## config.mk

```make
export PLATFORM = sky130hd
export DESIGN_NAME = brightness_pe_row
export DESIGN_NICKNAME = d
export VERILOG_FILES = /design/src/rtl/brightness_pe_row.sv
export SDC_FILE = /design/constraint.sdc
export NUM_CORES = 1
export LEC_CHECK = 0
export CAP_MARGIN = 20
export CORE_ASPECT_RATIO = 1.25
export CORE_MARGIN = 1
export CORE_UTILIZATION = 45
export CTS_CLUSTER_DIAMETER = 50
export CTS_CLUSTER_SIZE = 20
export DETAILED_ROUTE_END_ITERATION = 12
export HOLD_SLACK_MARGIN = 0.1
export PLACE_DENSITY = 0.71
export RECOVER_POWER = 25
export SLEW_MARGIN = 20
export SYNTH_ARGS = -nofsm -noshare
export SYNTH_HDL_FRONTEND = slang
export SYNTH_SLANG_ARGS = --single-unit
```

## constraint.sdc

```tcl
create_clock -name clk -period 2.5 [get_ports clk]
set_input_delay 0.5 -clock clk [delete_from_list [all_inputs] [get_ports clk]]
set_output_delay 0.5 -clock clk [all_outputs]
set_load 0.01 [all_outputs]
```

## src/rtl/brightness_pe_row.sv

```systemverilog
// One row of the brightness systolic array: captures a DEPTH-lane block, runs it through skewed
// saturating add PEs and writes results out. Define BRIGHT_CLIP_STATS_EN to enable the clip counters.

module brightness_pe #(
   parameter int PIX_WIDTH = 8
) (
   input  logic                       clk,
   input  logic                       reset,
   input  logic                       en,
   input  logic [PIX_WIDTH-1:0]       pix,
   input  logic signed [PIX_WIDTH:0]  offset,
   output logic [PIX_WIDTH-1:0]       res_q
`ifdef BRIGHT_CLIP_STATS_EN
   ,
   output logic                       clip_hi,
   output logic                       clip_lo
`endif
);
   localparam logic signed [PIX_WIDTH+1:0] PIX_MAX = {2'b00, {PIX_WIDTH{1'b1}}};

   logic signed [PIX_WIDTH+1:0] sum;
   logic                        sat_hi, sat_lo;
   logic [PIX_WIDTH-1:0]        res_d;

   always_comb begin
      sum    = $signed({2'b00, pix}) + $signed({offset[PIX_WIDTH], offset});
      sat_lo = sum[PIX_WIDTH+1];
      sat_hi = sum > PIX_MAX;
      res_d  = sum[PIX_WIDTH-1:0];
      if (sat_lo)      res_d = '0;
      else if (sat_hi) res_d = '1;
   end

`ifdef BRIGHT_CLIP_STATS_EN
   assign clip_hi = sat_hi;
   assign clip_lo = sat_lo;
`endif

   always_ff @(posedge clk or negedge reset) begin
      if (!reset)  res_q <= '0;
      else if (en) res_q <= res_d;
   end
endmodule

module brightness_pe_row #(
   parameter int PE_DATA_WIDTH  = 16,
   parameter int DEPTH          = 4,
   parameter int PIX_WIDTH      = 8,
   parameter int OUT_ADDR_WIDTH = 6,
   parameter int NUM_BLOCKS     = 16
) (
   input  logic                            clk,
   input  logic                            reset,
   input  logic                            start,
   input  logic signed [PIX_WIDTH:0]       offset,
   input  logic [PE_DATA_WIDTH*DEPTH-1:0]  data_in,
   input  logic                            data_valid,
   input  logic                            load_next,
   output logic                            tpu_ready,
   output logic                            wr_en,
   output logic [OUT_ADDR_WIDTH-1:0]       wr_addr,
   output logic [PIX_WIDTH-1:0]            wr_data,
   output logic                            busy,
   output logic                            frame_done,
   output logic [15:0]                     clip_hi_count,
   output logic [15:0]                     clip_lo_count
);
   localparam int CNT_W = $clog2(NUM_BLOCKS + 1);

   typedef enum logic [1:0] {IDLE, COMPUTE, HANDSHAKE, FINISH} state_t;

   state_t                              state_q, state_d;
   logic [DEPTH-1:0][PIX_WIDTH-1:0]     pix_q, pix_d, pe_res;
   logic signed [PIX_WIDTH:0]           off_q, off_d;
   logic [DEPTH:0]                      vld_pipe_q, vld_pipe_d;
   logic [CNT_W-1:0]                    cnt_q, cnt_d;
   logic [OUT_ADDR_WIDTH-1:0]           base_q, base_d, wr_addr_q, wr_addr_d;
   logic [PIX_WIDTH-1:0]                wr_data_q, wr_data_d;
   logic                                tpu_ready_q, tpu_ready_d, wr_en_q, wr_en_d;

`ifdef BRIGHT_CLIP_STATS_EN
   logic [DEPTH-1:0] clip_hi_vec, clip_lo_vec;
`endif

   // vld_pipe_q[i] enables PE i; vld_pipe_q[i+1] selects lane i for the registered write
   for (genvar g = 0; g < DEPTH; g++) begin : g_pe
      brightness_pe #(.PIX_WIDTH(PIX_WIDTH)) u_pe (
         .clk     (clk),
         .reset   (reset),
         .en      (vld_pipe_q[g]),
         .pix     (pix_q[g]),
         .offset  (off_q),
         .res_q   (pe_res[g])
`ifdef BRIGHT_CLIP_STATS_EN
         ,
         .clip_hi (clip_hi_vec[g]),
         .clip_lo (clip_lo_vec[g])
`endif
      );
   end

   always_comb begin
      state_d     = state_q;
      pix_d       = pix_q;
      off_d       = off_q;
      cnt_d       = cnt_q;
      base_d      = base_q;
      vld_pipe_d  = {vld_pipe_q[DEPTH-1:0], 1'b0};
      tpu_ready_d = 1'b0;
      wr_en_d     = 1'b0;
      wr_addr_d   = wr_addr_q;
      wr_data_d   = wr_data_q;
      for (int i = 0; i < DEPTH; i++) begin
         if (vld_pipe_q[i+1]) begin
            wr_en_d   = 1'b1;
            wr_addr_d = base_q + OUT_ADDR_WIDTH'(i);
            wr_data_d = pe_res[i];
         end
      end
      case (state_q)
         IDLE: begin
            // start clears first so a same-cycle block lands as block 0
            if (start) begin
               cnt_d  = '0;
               base_d = '0;
            end
            if (data_valid) begin
               for (int i = 0; i < DEPTH; i++) pix_d[i] = data_in[i*PE_DATA_WIDTH +: PIX_WIDTH];
               off_d         = offset;
               vld_pipe_d[0] = 1'b1;
               state_d       = COMPUTE;
            end
         end
         COMPUTE: if (vld_pipe_q[DEPTH]) state_d = HANDSHAKE;
         HANDSHAKE: begin
            if (load_next) begin
               tpu_ready_d = 1'b1;
               cnt_d       = cnt_q + 1'b1;
               base_d      = base_q + OUT_ADDR_WIDTH'(DEPTH);
               state_d     = (cnt_d == CNT_W'(NUM_BLOCKS)) ? FINISH : IDLE;
            end
         end
         FINISH: begin
            cnt_d   = '0;
            base_d  = '0;
            state_d = IDLE;
         end
         default: state_d = IDLE;
      endcase
   end

   always_ff @(posedge clk or negedge reset) begin
      if (!reset) begin
         state_q     <= IDLE;
         pix_q       <= '0;
         off_q       <= '0;
         vld_pipe_q  <= '0;
         cnt_q       <= '0;
         base_q      <= '0;
         tpu_ready_q <= 1'b0;
         wr_en_q     <= 1'b0;
         wr_addr_q   <= '0;
         wr_data_q   <= '0;
      end else begin
         state_q     <= state_d;
         pix_q       <= pix_d;
         off_q       <= off_d;
         vld_pipe_q  <= vld_pipe_d;
         cnt_q       <= cnt_d;
         base_q      <= base_d;
         tpu_ready_q <= tpu_ready_d;
         wr_en_q     <= wr_en_d;
         wr_addr_q   <= wr_addr_d;
         wr_data_q   <= wr_data_d;
      end
   end

   assign tpu_ready  = tpu_ready_q;
   assign wr_en      = wr_en_q;
   assign wr_addr    = wr_addr_q;
   assign wr_data    = wr_data_q;
   assign busy       = (state_q != IDLE);
   assign frame_done = (state_q == FINISH);

`ifdef BRIGHT_CLIP_STATS_EN
   logic        start_ok;
   logic [15:0] clip_hi_q, clip_hi_d, clip_lo_q, clip_lo_d;

   assign start_ok = (state_q == IDLE) && start;

   // only one PE is enabled per edge, so each counter moves by at most one
   always_comb begin
      clip_hi_d = clip_hi_q;
      clip_lo_d = clip_lo_q;
      if (start_ok) begin
         clip_hi_d = '0;
         clip_lo_d = '0;
      end else begin
         if (|(clip_hi_vec & vld_pipe_q[DEPTH-1:0]) && clip_hi_q != 16'hFFFF) clip_hi_d = clip_hi_q + 16'd1;
         if (|(clip_lo_vec & vld_pipe_q[DEPTH-1:0]) && clip_lo_q != 16'hFFFF) clip_lo_d = clip_lo_q + 16'd1;
      end
   end

   always_ff @(posedge clk or negedge reset) begin
      if (!reset) begin
         clip_hi_q <= '0;
         clip_lo_q <= '0;
      end else begin
         clip_hi_q <= clip_hi_d;
         clip_lo_q <= clip_lo_d;
      end
   end

   assign clip_hi_count = clip_hi_q;
   assign clip_lo_count = clip_lo_q;
`else
   assign clip_hi_count = '0;
   assign clip_lo_count = '0;
`endif
endmodule

```

==> impl_metrics.ini, run 1 <==
[synthesis]
syn_area_per_cell_um2 = 10.7
ys_types = 53
synth_top_family_by_area = compound AO/OA/AOI/OAI gates
synth_xor_area_share_pct = 3.49
syn-instance-count = 588
synth_async_sr_flop_share_pct = 100
syn_area_um2 = 6270
yosys_warnings = 0
synth_flop_cell = dfrtp_1
synth_enable_flop_cells = 0
seq_area_frac_synth_pct = 41.9
synthMuxAreaShare_pct = 10.9
yosys.area_share.adder_pct = 8.26
synth_seq_cells = 105
synth-compound-area-share_pct = 21.3
synthSimpleGateAreaFrac_pct = 7.52

[sta]
rsz0062_at_grt = no
setup_viol = 0
clock.fmax_mhz = 424
worst_slew_pin_slew_ns = 1.02
setup_tns_ns = 0
fin_crit_sh_pct = 94.4
slew_violations = 0
max-slew-margin-rel_pct = 32.1
layout_min_cycle_time_ns = 2.36
hold_viol_final = 0
hold_ws_ns = 0.321
clock_skew_ns = 0.00693

[cells_and_area]
fin_cells = 841
diodes = 0
area_growth_pct = 18.0
design_area_um2 = 7400
nets = 782
layout-drive-gt1-share_pct = 8.96

[global_route]
gr-usage-all-layers_pct = 20.4
antenna_found_initial = 0
grt_pass1_wl_um = 22700
globalRoute.totalOverflow = 0
grt_pass1_vias = 4640
grt_max_degree = 49

[power]
vdd_drop_max_mv = 0.848
power.density_nw_per_um2 = 1540
leakage_nw = 3.18

[hold_path]
hold_class = in -> async

[critical_path]
cpLargestDelayFamily = adder cells
endpoint_kind = flip-flop
crit_slowest_cell = dfrtp_1
rr_worst_depth = 9
startpoint = off_q[0]$_DFFE_PN0P_
worst_ep_required_time_ns = 2.73
path_depth = 9
critical_path_class = reg -> reg
cp.arrival_ns = 2.59
cp.buffers_inverters = 2
r2r-end = g_pe[2].u_pe.res_q[6]$_DFFE_PN0P_
crit_chain = ha_1 > inv_1 > fa_1 > nor2b_4 > o31a_4 > a41oi_4 > mux2i_1 > buf_4 > o31a_1
critPathMaxStageDelay_ns = 0.49
cp-endpoint = g_pe[2].u_pe.res_q[6]$_DFFE_PN0P_
start_kind = flip-flop
cp_max_fo = 6
reg2reg_slack_ns = 0.14
rr_startpoint = off_q[0]$_DFFE_PN0P_

[floorplanning]
die_w_um = 108
core_um2 = 13400
initial_core_util_pct = 46.8
io_pins = 128
rows = 47
dieArea_um2 = 14400
die_y_um = 134

[cts]
htree_levels = 3
cts_made_buffers = 9
cts_setup_buffers = 0
clock_sinks = 105
ctsHoldBuffers = 0
cts_max_path_buffers = 2
clk_latency_ns = 0.35
cts-resized-gates = 0
cts_tree = built
cts-root-buf = clkbuf_16
clkTransAtPathRegs_ns = 0.07

[route]
drt_iter0_markers = 171
drc = 0
vias = 4610
routed_wl_um = 13500
wire_per_inst_um = 16.0
dr.pass1.iters = 5
drt-vias-per-instance = 5.48
ant_nets = 0

[outcome]
run_status = finished clean

[placed_design]
place_area_um2 = 7140
dpl.hpwl_um = 10300
io_buffers = 63
gp_congestion = 0.864
dp_cells = 825

[run]
maxCapViolations = 0
## worst min-delay path by stage
stage	from	endpoint	slack, ns
2_1_floorplan	reset	base_q[2]$_DFFE_PN0P_	0.20
4_1_cts	reset	wr_data[1]$_DFFE_PN0P_	0.15
3_3_place_gp	wr_data[0]$_DFFE_PN0P_	wr_data[0]$_DFFE_PN0P_	0.47
3_5_place_dp	wr_data[0]$_DFFE_PN0P_	wr_data[0]$_DFFE_PN0P_	0.48
5_1_grt	reset	g_pe[2].u_pe.res_q[4]$_DFFE_PN0P_	0.40
6_report	reset	g_pe[2].u_pe.res_q[4]$_DFFE_PN0P_	0.32
## state kept, by name, indices dropped and copies added, names as in the netlist
name,flops
tpu_ready,1
g_pe.u_pe.res_q,32
vld_pipe_q,5
cnt_q,5
pix_q,32
state_q,2
wr_en,1
wr_data,8
wr_addr,6
base_q,4
off_q,9
## synthesized netlist by cell type, drive strengths merged (4+ instances only)
| library cell | n | area (um^2) |
|---|---|---|
| mux2i | 22 | 220 |
| o211ai | 10 | 75.1 |
| a211oi | 5 | 37.5 |
| xor2 | 7 | 61.3 |
| o31ai | 5 | 37.5 |
| xnor2 | 18 | 158 |
| nor2 | 28 | 105 |
| nand3 | 4 | 20.0 |
| and2 | 4 | 25.0 |
| fa | 4 | 80.1 |
| o31a | 8 | 96.3 |
| clkbuf | 14 | 52.6 |
| nand2b | 5 | 31.3 |
| mux2 | 41 | 462 |
| o21a | 12 | 90.1 |
| o22ai | 9 | 56.3 |
| buf | 40 | 277 |
| o21ai | 44 | 220 |
| a31o | 5 | 43.8 |
| a21o | 10 | 75.1 |
| ha | 35 | 438 |
| o221a | 20 | 225 |
| nand2 | 41 | 154 |
| nor2b | 8 | 72.6 |
| inv | 23 | 86.3 |
| a21oi | 32 | 164 |
| dfrtp | 105 | 2630 |
## routing by layer
metal / routed length, um / up-vias / track usage [%]
met2: 6850 / 119 / 35.5
met1: 5690 / 2220 / 24.5
met5: 0 / - / 0
li1: - / 2243 / -
met3: 444 / 28 / 3.01
met4: 467 / 0 / 9.59
## stage by stage
| stage | util (%) | setup WS, ns | power (mW) |
|---|---|---|---|
| 3_3_place_gp | 53.2 | 0.194 | 9.76 |
| 3_5_place_dp | 53.2 | 0.169 | 10.0 |
| 6_report | 55.2 | 0.140 | 11.4 |
| 2_1_floorplan | - | 0.289 | 8.07 |
| 5_1_grt | 55.2 | 0.0310 | 12.4 |
| 4_1_cts | 55.3 | 0.136 | 11.4 |
## area by class of cell
type | instances | area (um^2)
Fill cell | 1192 | 6010
Inverter | 23 | 86.3
Multi-Input combinational cell | 437 | 3360
Sequential cell | 105 | 2630
Tap cell | 171 | 214
Timing Repair Buffer | 89 | 831
Clock buffer | 10 | 239
Clock inverter | 6 | 42.5
## cells in the final DEF (no fill, tap or decap), types with 5 or more instances in the layout
cell,n
nor2_1,27
o31a_1,5
clkdlybuf4s50_1,62
mux2i_1,22
nor2b_1,5
inv_1,21
conb_1,32
a211oi_1,5
xor2_1,7
o211ai_1,10
mux2_1,39
xnor2_1,18
a21o_1,10
nand2_1,41
o221a_1,20
ha_1,35
o21ai_0,13
o22ai_1,9
o21ai_1,31
nand2b_1,5
buf_4,24
o31ai_1,5
a21oi_1,31
dfrtp_1,105
o21a_1,12
clkbuf_16,9
## cells by family after synthesis
group | after synthesis
buffers and inverters | 77
other | 1
multiplexers | 63
adder cells (fa/ha/maj) | 39
AND/OR/NAND/NOR | 100
XOR/XNOR | 25
flip-flops | 105
AO/OA/AOI/OAI | 178
## report_power, final
part           internal [mW]  switching [mW]
Sequential              2.48           0.731
Clock                  0.704           0.627
Combinational           3.34            3.50
Total                   6.53            4.86
## worst register-to-register path, cell delays in order, from the launching register on
cell and delay [ns]:
dfrtp_1 0.49, ha_1 0.25, inv_1 0.07, fa_1 0.42, nor2b_4 0.15, o31a_4 0.15, a41oi_4 0.13, mux2i_1 0.14
buf_4 0.16, o31a_1 0.29
Note: power is estimated with default switching activity, not from simulation.
==> inputs of run 2 (changes only) <==
ABC_CLOCK_PERIOD_IN_PS = 2500   (was not set)
CAP_MARGIN = not set   (was 20)
==> results of run 2 <==
No change in the layout: final DEF, timing and power equal those of run 1.
